===== config.mk =====
export PLATFORM = sky130hd
export DESIGN_NAME = unidad_control
export DESIGN_NICKNAME = d
export VERILOG_FILES = /design/src/rtl/unidad_control.sv
export SDC_FILE = /design/constraint.sdc
export NUM_CORES = 1
export LEC_CHECK = 0
export CORE_MARGIN = 2
export CORE_UTILIZATION = 38
export DETAILED_ROUTE_END_ITERATION = 6
export PLACE_DENSITY = 0.79
export SLEW_MARGIN = 20
export SYNTH_ARGS = -nofsm -noshare
export SYNTH_HDL_FRONTEND = slang
export SYNTH_SLANG_ARGS = --single-unit

===== constraint.sdc =====
create_clock -name clk -period 2.1 [get_ports clk]
set_input_delay 0.42 -clock clk [delete_from_list [all_inputs] [get_ports clk]]
set_output_delay 0.42 -clock clk [all_outputs]
set_load 0.02 [all_outputs]

===== src/rtl/unidad_control.sv =====
// Control unit for the single-cycle ARM-subset core: combinational decode of
// cond/op/funct/rd, NZCV flag register, and condition-gated state strobes.
module unidad_control (
  input  logic       clk,
  input  logic       rst_n,
  input  logic [3:0] cond,
  input  logic [1:0] op,
  input  logic [5:0] funct,
  input  logic [3:0] rd,
  input  logic [3:0] ALU_flags,
  output logic       PC_src,
  output logic       mem_to_reg,
  output logic       mem_write,
  output logic [3:0] ALU_control,
  output logic       ALU_src,
  output logic [1:0] imm_src,
  output logic       reg_write,
  output logic [1:0] reg_src
);

  localparam logic [1:0] OP_DP  = 2'b00;
  localparam logic [1:0] OP_MEM = 2'b01;
  localparam logic [1:0] OP_BR  = 2'b10;

  localparam logic [3:0] ALU_ADD = 4'b0000;
  localparam logic [3:0] ALU_SUB = 4'b0001;
  localparam logic [3:0] ALU_AND = 4'b0010;
  localparam logic [3:0] ALU_ORR = 4'b0011;
  localparam logic [3:0] ALU_EOR = 4'b0100;
  localparam logic [3:0] ALU_MOV = 4'b0101;

  localparam logic [3:0] CMD_AND = 4'b0000;
  localparam logic [3:0] CMD_EOR = 4'b0001;
  localparam logic [3:0] CMD_SUB = 4'b0010;
  localparam logic [3:0] CMD_ADD = 4'b0100;
  localparam logic [3:0] CMD_CMP = 4'b1010;
  localparam logic [3:0] CMD_ORR = 4'b1100;
  localparam logic [3:0] CMD_MOV = 4'b1101;

  logic [3:0] r_flags;       // {N,Z,C,V}
  logic       w_n, w_z, w_c, w_v;
  logic [3:0] w_cmd;
  logic       w_s;
  logic       w_reg_w;
  logic       w_mem_w;
  logic       w_branch;
  logic       w_arith;
  logic       w_cmp;
  logic [1:0] w_flag_w;
  logic       w_pcs;
  logic       w_cond_ex;
  logic       w_exec;

  assign w_cmd = funct[4:1];
  assign w_s   = funct[0];
  assign {w_n, w_z, w_c, w_v} = r_flags;

  // Main decode: every output defaults to the op=11 (undefined) values.
  always_comb begin
    w_reg_w     = 1'b0;
    w_mem_w     = 1'b0;
    w_branch    = 1'b0;
    w_arith     = 1'b0;
    w_cmp       = 1'b0;
    mem_to_reg  = 1'b0;
    ALU_control = ALU_ADD;
    ALU_src     = 1'b0;
    imm_src     = 2'b00;
    reg_src     = 2'b00;
    unique case (op)
      OP_DP: begin
        ALU_src = funct[5];
        w_reg_w = 1'b1;
        case (w_cmd)
          CMD_ADD: begin ALU_control = ALU_ADD; w_arith = 1'b1; end
          CMD_SUB: begin ALU_control = ALU_SUB; w_arith = 1'b1; end
          CMD_AND: ALU_control = ALU_AND;
          CMD_ORR: ALU_control = ALU_ORR;
          CMD_EOR: ALU_control = ALU_EOR;
          CMD_MOV: ALU_control = ALU_MOV;
          CMD_CMP: begin
            ALU_control = ALU_SUB;
            w_arith     = 1'b1;
            w_cmp       = 1'b1;
            w_reg_w     = 1'b0;
          end
          default: begin
            ALU_control = ALU_ADD;
            w_reg_w     = 1'b0;
          end
        endcase
      end
      OP_MEM: begin
        ALU_src     = 1'b1;
        imm_src     = 2'b01;
        ALU_control = funct[3] ? ALU_ADD : ALU_SUB;
        if (funct[0]) begin
          mem_to_reg = 1'b1;
          w_reg_w    = 1'b1;
        end else begin
          w_mem_w = 1'b1;
          reg_src = 2'b10;
        end
      end
      OP_BR: begin
        ALU_src  = 1'b1;
        imm_src  = 2'b10;
        reg_src  = 2'b01;
        w_branch = 1'b1;
      end
      default: ;
    endcase
  end

  // Flag writes only exist for data-processing; C/V only from add/sub-type ops.
  always_comb begin
    w_flag_w = 2'b00;
    if (op == OP_DP) begin
      w_flag_w[1] = w_s | w_cmp;
      w_flag_w[0] = (w_s | w_cmp) & w_arith;
    end
  end

  assign w_pcs = w_branch | ((rd == 4'b1111) & w_reg_w);

  always_comb begin
    w_cond_ex = 1'b0;
    case (cond)
      4'b0000: w_cond_ex = w_z;
      4'b0001: w_cond_ex = ~w_z;
      4'b0010: w_cond_ex = w_c;
      4'b0011: w_cond_ex = ~w_c;
      4'b0100: w_cond_ex = w_n;
      4'b0101: w_cond_ex = ~w_n;
      4'b0110: w_cond_ex = w_v;
      4'b0111: w_cond_ex = ~w_v;
      4'b1000: w_cond_ex = w_c & ~w_z;
      4'b1001: w_cond_ex = ~w_c | w_z;
      4'b1010: w_cond_ex = (w_n == w_v);
      4'b1011: w_cond_ex = (w_n != w_v);
      4'b1100: w_cond_ex = ~w_z & (w_n == w_v);
      4'b1101: w_cond_ex = w_z | (w_n != w_v);
      4'b1110: w_cond_ex = 1'b1;
      default: w_cond_ex = 1'b0;
    endcase
  end

  // Strobes are suppressed while reset is held so nothing commits mid-reset.
  assign w_exec    = w_cond_ex & rst_n;
  assign PC_src    = w_pcs & w_exec;
  assign reg_write = w_reg_w & w_exec;
  assign mem_write = w_mem_w & w_exec;

  always_ff @(posedge clk) begin
    if (!rst_n) begin
      r_flags <= 4'b0000;
    end else begin
      if (w_flag_w[1] & w_cond_ex) r_flags[3:2] <= ALU_flags[3:2];
      if (w_flag_w[0] & w_cond_ex) r_flags[1:0] <= ALU_flags[1:0];
    end
  end

endmodule


After elaboration in Yosys (flattened, before gate mapping). Index checks and enable logic that the tools add are counted.

Equality and inequality tests: 25. Bitwise gates (word level): 18. Multiplexer cells: 20. Reductions and logical operators: 7.

Operators by type and width (number): 4-bit equality test, second input constant (11); 4-bit by 3-bit equality test with 1-bit output, second input constant (5); 1-bit case mux with 15 select lines (1); 3-bit case mux with 5 select lines (1); 4-bit by 2-bit equality test with 1-bit output, second input constant (3); 1-bit two-way mux (11); 1-bit AND (10); 4-bit by 1-bit equality test with 1-bit output, second input constant (2); 4-bit logical NOT (2); 2-bit case mux with 2 select lines (2); 3-bit case mux with 2 select lines (1); 6-bit OR reduction (1); 2-bit two-way mux (2); 1-bit NOT (4); 1-bit OR (4); 1-bit case mux with 2 select lines (2); 2-bit OR reduction (2); 3-bit OR reduction (1); 2-bit by 1-bit equality test with 1-bit output, second input constant (1); 2-bit equality test, second input constant (1); 2-bit logical NOT (1); 1-bit equality test (1); 1-bit != test (1).

Register bits after elaboration: 4.

Depth between registers and ports, before layout.
Depth after elaboration: 7. Depth in mapped cells: 6. Depth with buffers taken out: 6.

Worst setup path before layout. OpenSTA, ideal clock, no wires.

Kind: in2out. Start: input op[1]. End: output PC_src. Required time: 1.680 ns. Arrival time: 1.806 ns. Setup slack: -0.126 ns. Stages on the path: 6. Cells stage by stage: inv_1 -> ha_1 -> and2_1 -> a41o_1 -> a21oi_1 -> nor3b_1.

Longest elaborated chain between the ends: 5.

Ends and longest elaborated chain: from (decl) (RTL line 7) `input logic [1:0] op,`; 2-bit by 1-bit equality test with 1-bit output / 2-bit logical NOT (equally long branches) (RTL line 70) `unique case (op)`; 1-bit case mux with 2 select lines (RTL line 70); 1-bit AND (RTL line 124) `assign w_pcs = w_branch | ((rd == 4'b1111) & w_reg_w);`; 1-bit OR * (RTL line 124); 1-bit AND * (RTL line 150) `assign PC_src = w_pcs & w_exec;`; to (decl) (RTL line 11) `output logic PC_src,`.

Mark *: on every way between the ends. The rest lies on a longest branch, timed or not.

Final worst setup path.
Start: register r_flags[0]. End: output mem_write.

Longest elaborated chain between the ends: 5.

Ends and longest elaborated chain: from (decl) (RTL line 40) `logic [3:0] r_flags;`; from (signal assigned) (RTL line 159) `if (w_flag_w[0] & w_cond_ex) r_flags[1:0] <= ALU_flags[1:0];`; 1-bit != test / 1-bit equality test (equally long branches); 1-bit OR / 1-bit AND (equally long branches) (RTL line 142, 141); 1-bit case mux with 15 select lines * (RTL line 128) `case (cond)`; 1-bit AND * (RTL line 149) `assign w_exec = w_cond_ex & rst_n;`; 1-bit AND * (RTL line 152) `assign mem_write = w_mem_w & w_exec;`; to (decl) (RTL line 13) `output logic mem_write,`.

Marks and branches as above.

==> results.json <==
{
  "synth_commonest_cells": "12 x nand2_1, 6 x mux2i_1, 5 x inv_1, 5 x nor2b_1",
  "yosysSeqAreaShare": 0.125,
  "top_layer_used": "met4",
  "dr_wl_met2_microns": 1250,
  "status": "finished, violations left",
  "final_design_area_no_fill_sq_um": 1310,
  "nets": 172,
  "n_antenna_cell": 0,
  "row_count": 14,
  "dieArea_sq_um": 2030,
  "drc": 0,
  "wl_met1_microns": 935,
  "clock-root-buffer": "clkbuf_4",
  "synth_area_leaders": "dfxtp_1 13%, mux2i_1 9.4%, ha_1 7.8%, nand2_1 7.0%, and3b_1 5.5%",
  "finalSetupViolations": 3,
  "die_w_microns": 45.1,
  "port_buffers": 33,
  "post-synth-top-count-cell": "nand2_1",
  "coreArea_sq_um": 1540,
  "maxCapViolCount": 0,
  "synthFlopType": "dfxtp_1",
  "clock_skew_ps": 8.59,
  "setup_tns_ps": -452,
  "drt-pass1-iter-count": 4,
  "critPathMaxFanout": 3,
  "min_period_ps": 2270,
  "synth.top_cell.area_share": 0.125,
  "syn_area_per_cell_sq_um": 7.63,
  "holdBufCountCts": 0,
  "multi_input_area_sq_um": 646,
  "synth_edf_count": 0,
  "clkTransAtPathRegs_ps": 40,
  "antenna_found_initial": 0,
  "routed_wl_microns": 2340,
  "yosys_warnings": 0,
  "routedWlPerCell_microns": 14.6,
  "final_antenna_net_count": 0,
  "hpwl_microns": 1570,
  "gp_congestion": 0.766,
  "htree_levels": 1,
  "io_pins": 35,
  "hold_ws_ps": 522,
  "violations": "setup timing",
  "max_freq_mhz": 440,
  "yosysUniqueCellTypes": 35,
  "ir_drop_uv": 309,
  "hold_path_class": "register to register",
  "cts_tree": "yes",
  "post-route-util": 0.852,
  "initial_core_util": 0.416,
  "viasPerCell": 5.35,
  "grt.overflow.total": 0,
  "hold_viol": 0,
  "wl_met3_microns": 118,
  "drive_gt1_frac": 0.486,
  "async_flop_share": 0,
  "vias": 856,
  "synth_seq_cells": 4,
  "cp-end-kind": "output port",
  "grt_pass1_vias": 883,
  "placed_area_sq_um": 1150,
  "cts_max_path_buffers": 2,
  "drt_iter0_drc": 10,
  "cts.sinks": 4,
  "rsz0062_at_grt": "yes",
  "grt.total_usage": 0.243,
  "power_uw": 386,
  "fillers": 91,
  "seqCellArea_sq_um": 87.6,
  "cp_data_arrival_time_ps": 1850,
  "power_density_nw_per_um2": 294,
  "setup_slack_ps": -174,
  "synth_area_sq_um": 641,
  "finalCritPeriodShare": 1.08,
  "top_regs": "r_flags (4)",
  "clk_latency_ps": 240,
  "worstSetupPathType": "register to output port",
  "drv_slew": 0,
  "largest_reg_flops": 4,
  "synth_nets": 110,
  "die_h_microns": 45.1,
  "yosys.area.top_type": "dfxtp_1",
  "grt_first_pass_wirelength_microns": 3730,
  "synthCells": 84,
  "grt_max_degree": 9,
  "cts_buffers": 3,
  "regMostFlops": "r_flags",
  "leakage_nw": 0.609,
  "area_growth_syn_to_layout_pct": 105,
  "cp-start-kind": "register",
  "required_ps": 1680
}
## stage by stage
step | setup slack (ps) | std cells
2_1_floorplan | 1.46 | 84
3_3_place_gp | -959 | 152
3_5_place_dp | -1020 | 152
4_1_cts | -156 | 160
5_1_grt | -239 | 160
6_report | -174 | 160
## report_power, final
group,total [mW],leakage [nW],switching (mW),internal [mW]
registers,0.0791,0.0346,0.00216,0.0770
logic,0.208,0.561,0.0939,0.114
clock network,0.0988,0.0138,0.0347,0.0642
total,0.386,0.609,0.131,0.255
## cells by family (layout without fill, tap and decap cells)
family          Yosys count  in the layout  synth area share
flops                     4              4             0.125
mux                       7              7             0.111
other cells               1              1           0.00585
buf+inv                   9             69            0.0664
compound gates           17             17             0.197
xor+xnor                  3              3            0.0410
fa+ha+maj                 4              4            0.0781
simple gates             39             39             0.375
## area by class of cell
| class | count | share of cell area |
|---|---|---|
| timing repair buffer | 61 | 0.395 |
| tap | 16 | 0.0152 |
| sequential | 4 | 0.0667 |
| clock buffer | 3 | 0.0171 |
| inverter | 5 | 0.0143 |
| multi-input combinational | 71 | 0.491 |
## worst max-delay path, cell delays in order, from the launching register on
cell	delay, ps
dfxtp_2	330
buf_6	120
xnor2_2	120
a22oi_2	190
mux2i_1	290
o21a_1	220
and3b_2	220
buf_6	130
## per-layer routing
layer | GRT usage | vias up
li1 | - | 420
met1 | 0.284 | 393
met2 | 0.449 | 39
met3 | 0.0320 | 4
met4 | 0.0824 | 0
met5 | 0 | -
## repair_timing
action / in CTS / in global routing
endpoints found under the hold margin: 0 / 0
pin swaps: 10 / 7
resized for setup: 73 / 14
gates cloned: 0 / 0
setup endpoints to repair: 12 / 10
setup buffers: 5 / 0
## worst paths after layout
path                    from          to  slack (ps)  cells after the start
hold / removal    r_flags[3]  r_flags[3]         520                      2
setup reg to reg  r_flags[0]  r_flags[0]         420                      8
hold reg to reg   r_flags[3]  r_flags[3]         520                      2
setup / recovery  r_flags[0]   mem_write        -170                      7
## placed cells by master, fill, tap and decap left out, drive strengths merged, types with 2 or more instances in the layout
cell,n
clkbuf,3
buf,37
nor3b,3
dfxtp,4
a21oi,4
inv,5
and3b,4
nor4b,2
or3b,2
nor2b,5
mux2i,6
nor2,3
nor3,2
o21a,2
o22ai,3
xor2,2
dlygate4sd2,7
o21ai,3
nand2b,3
ha,4
clkdlybuf4s50,16
nand2,12
Note: power is estimated with default switching activity, not from simulation.
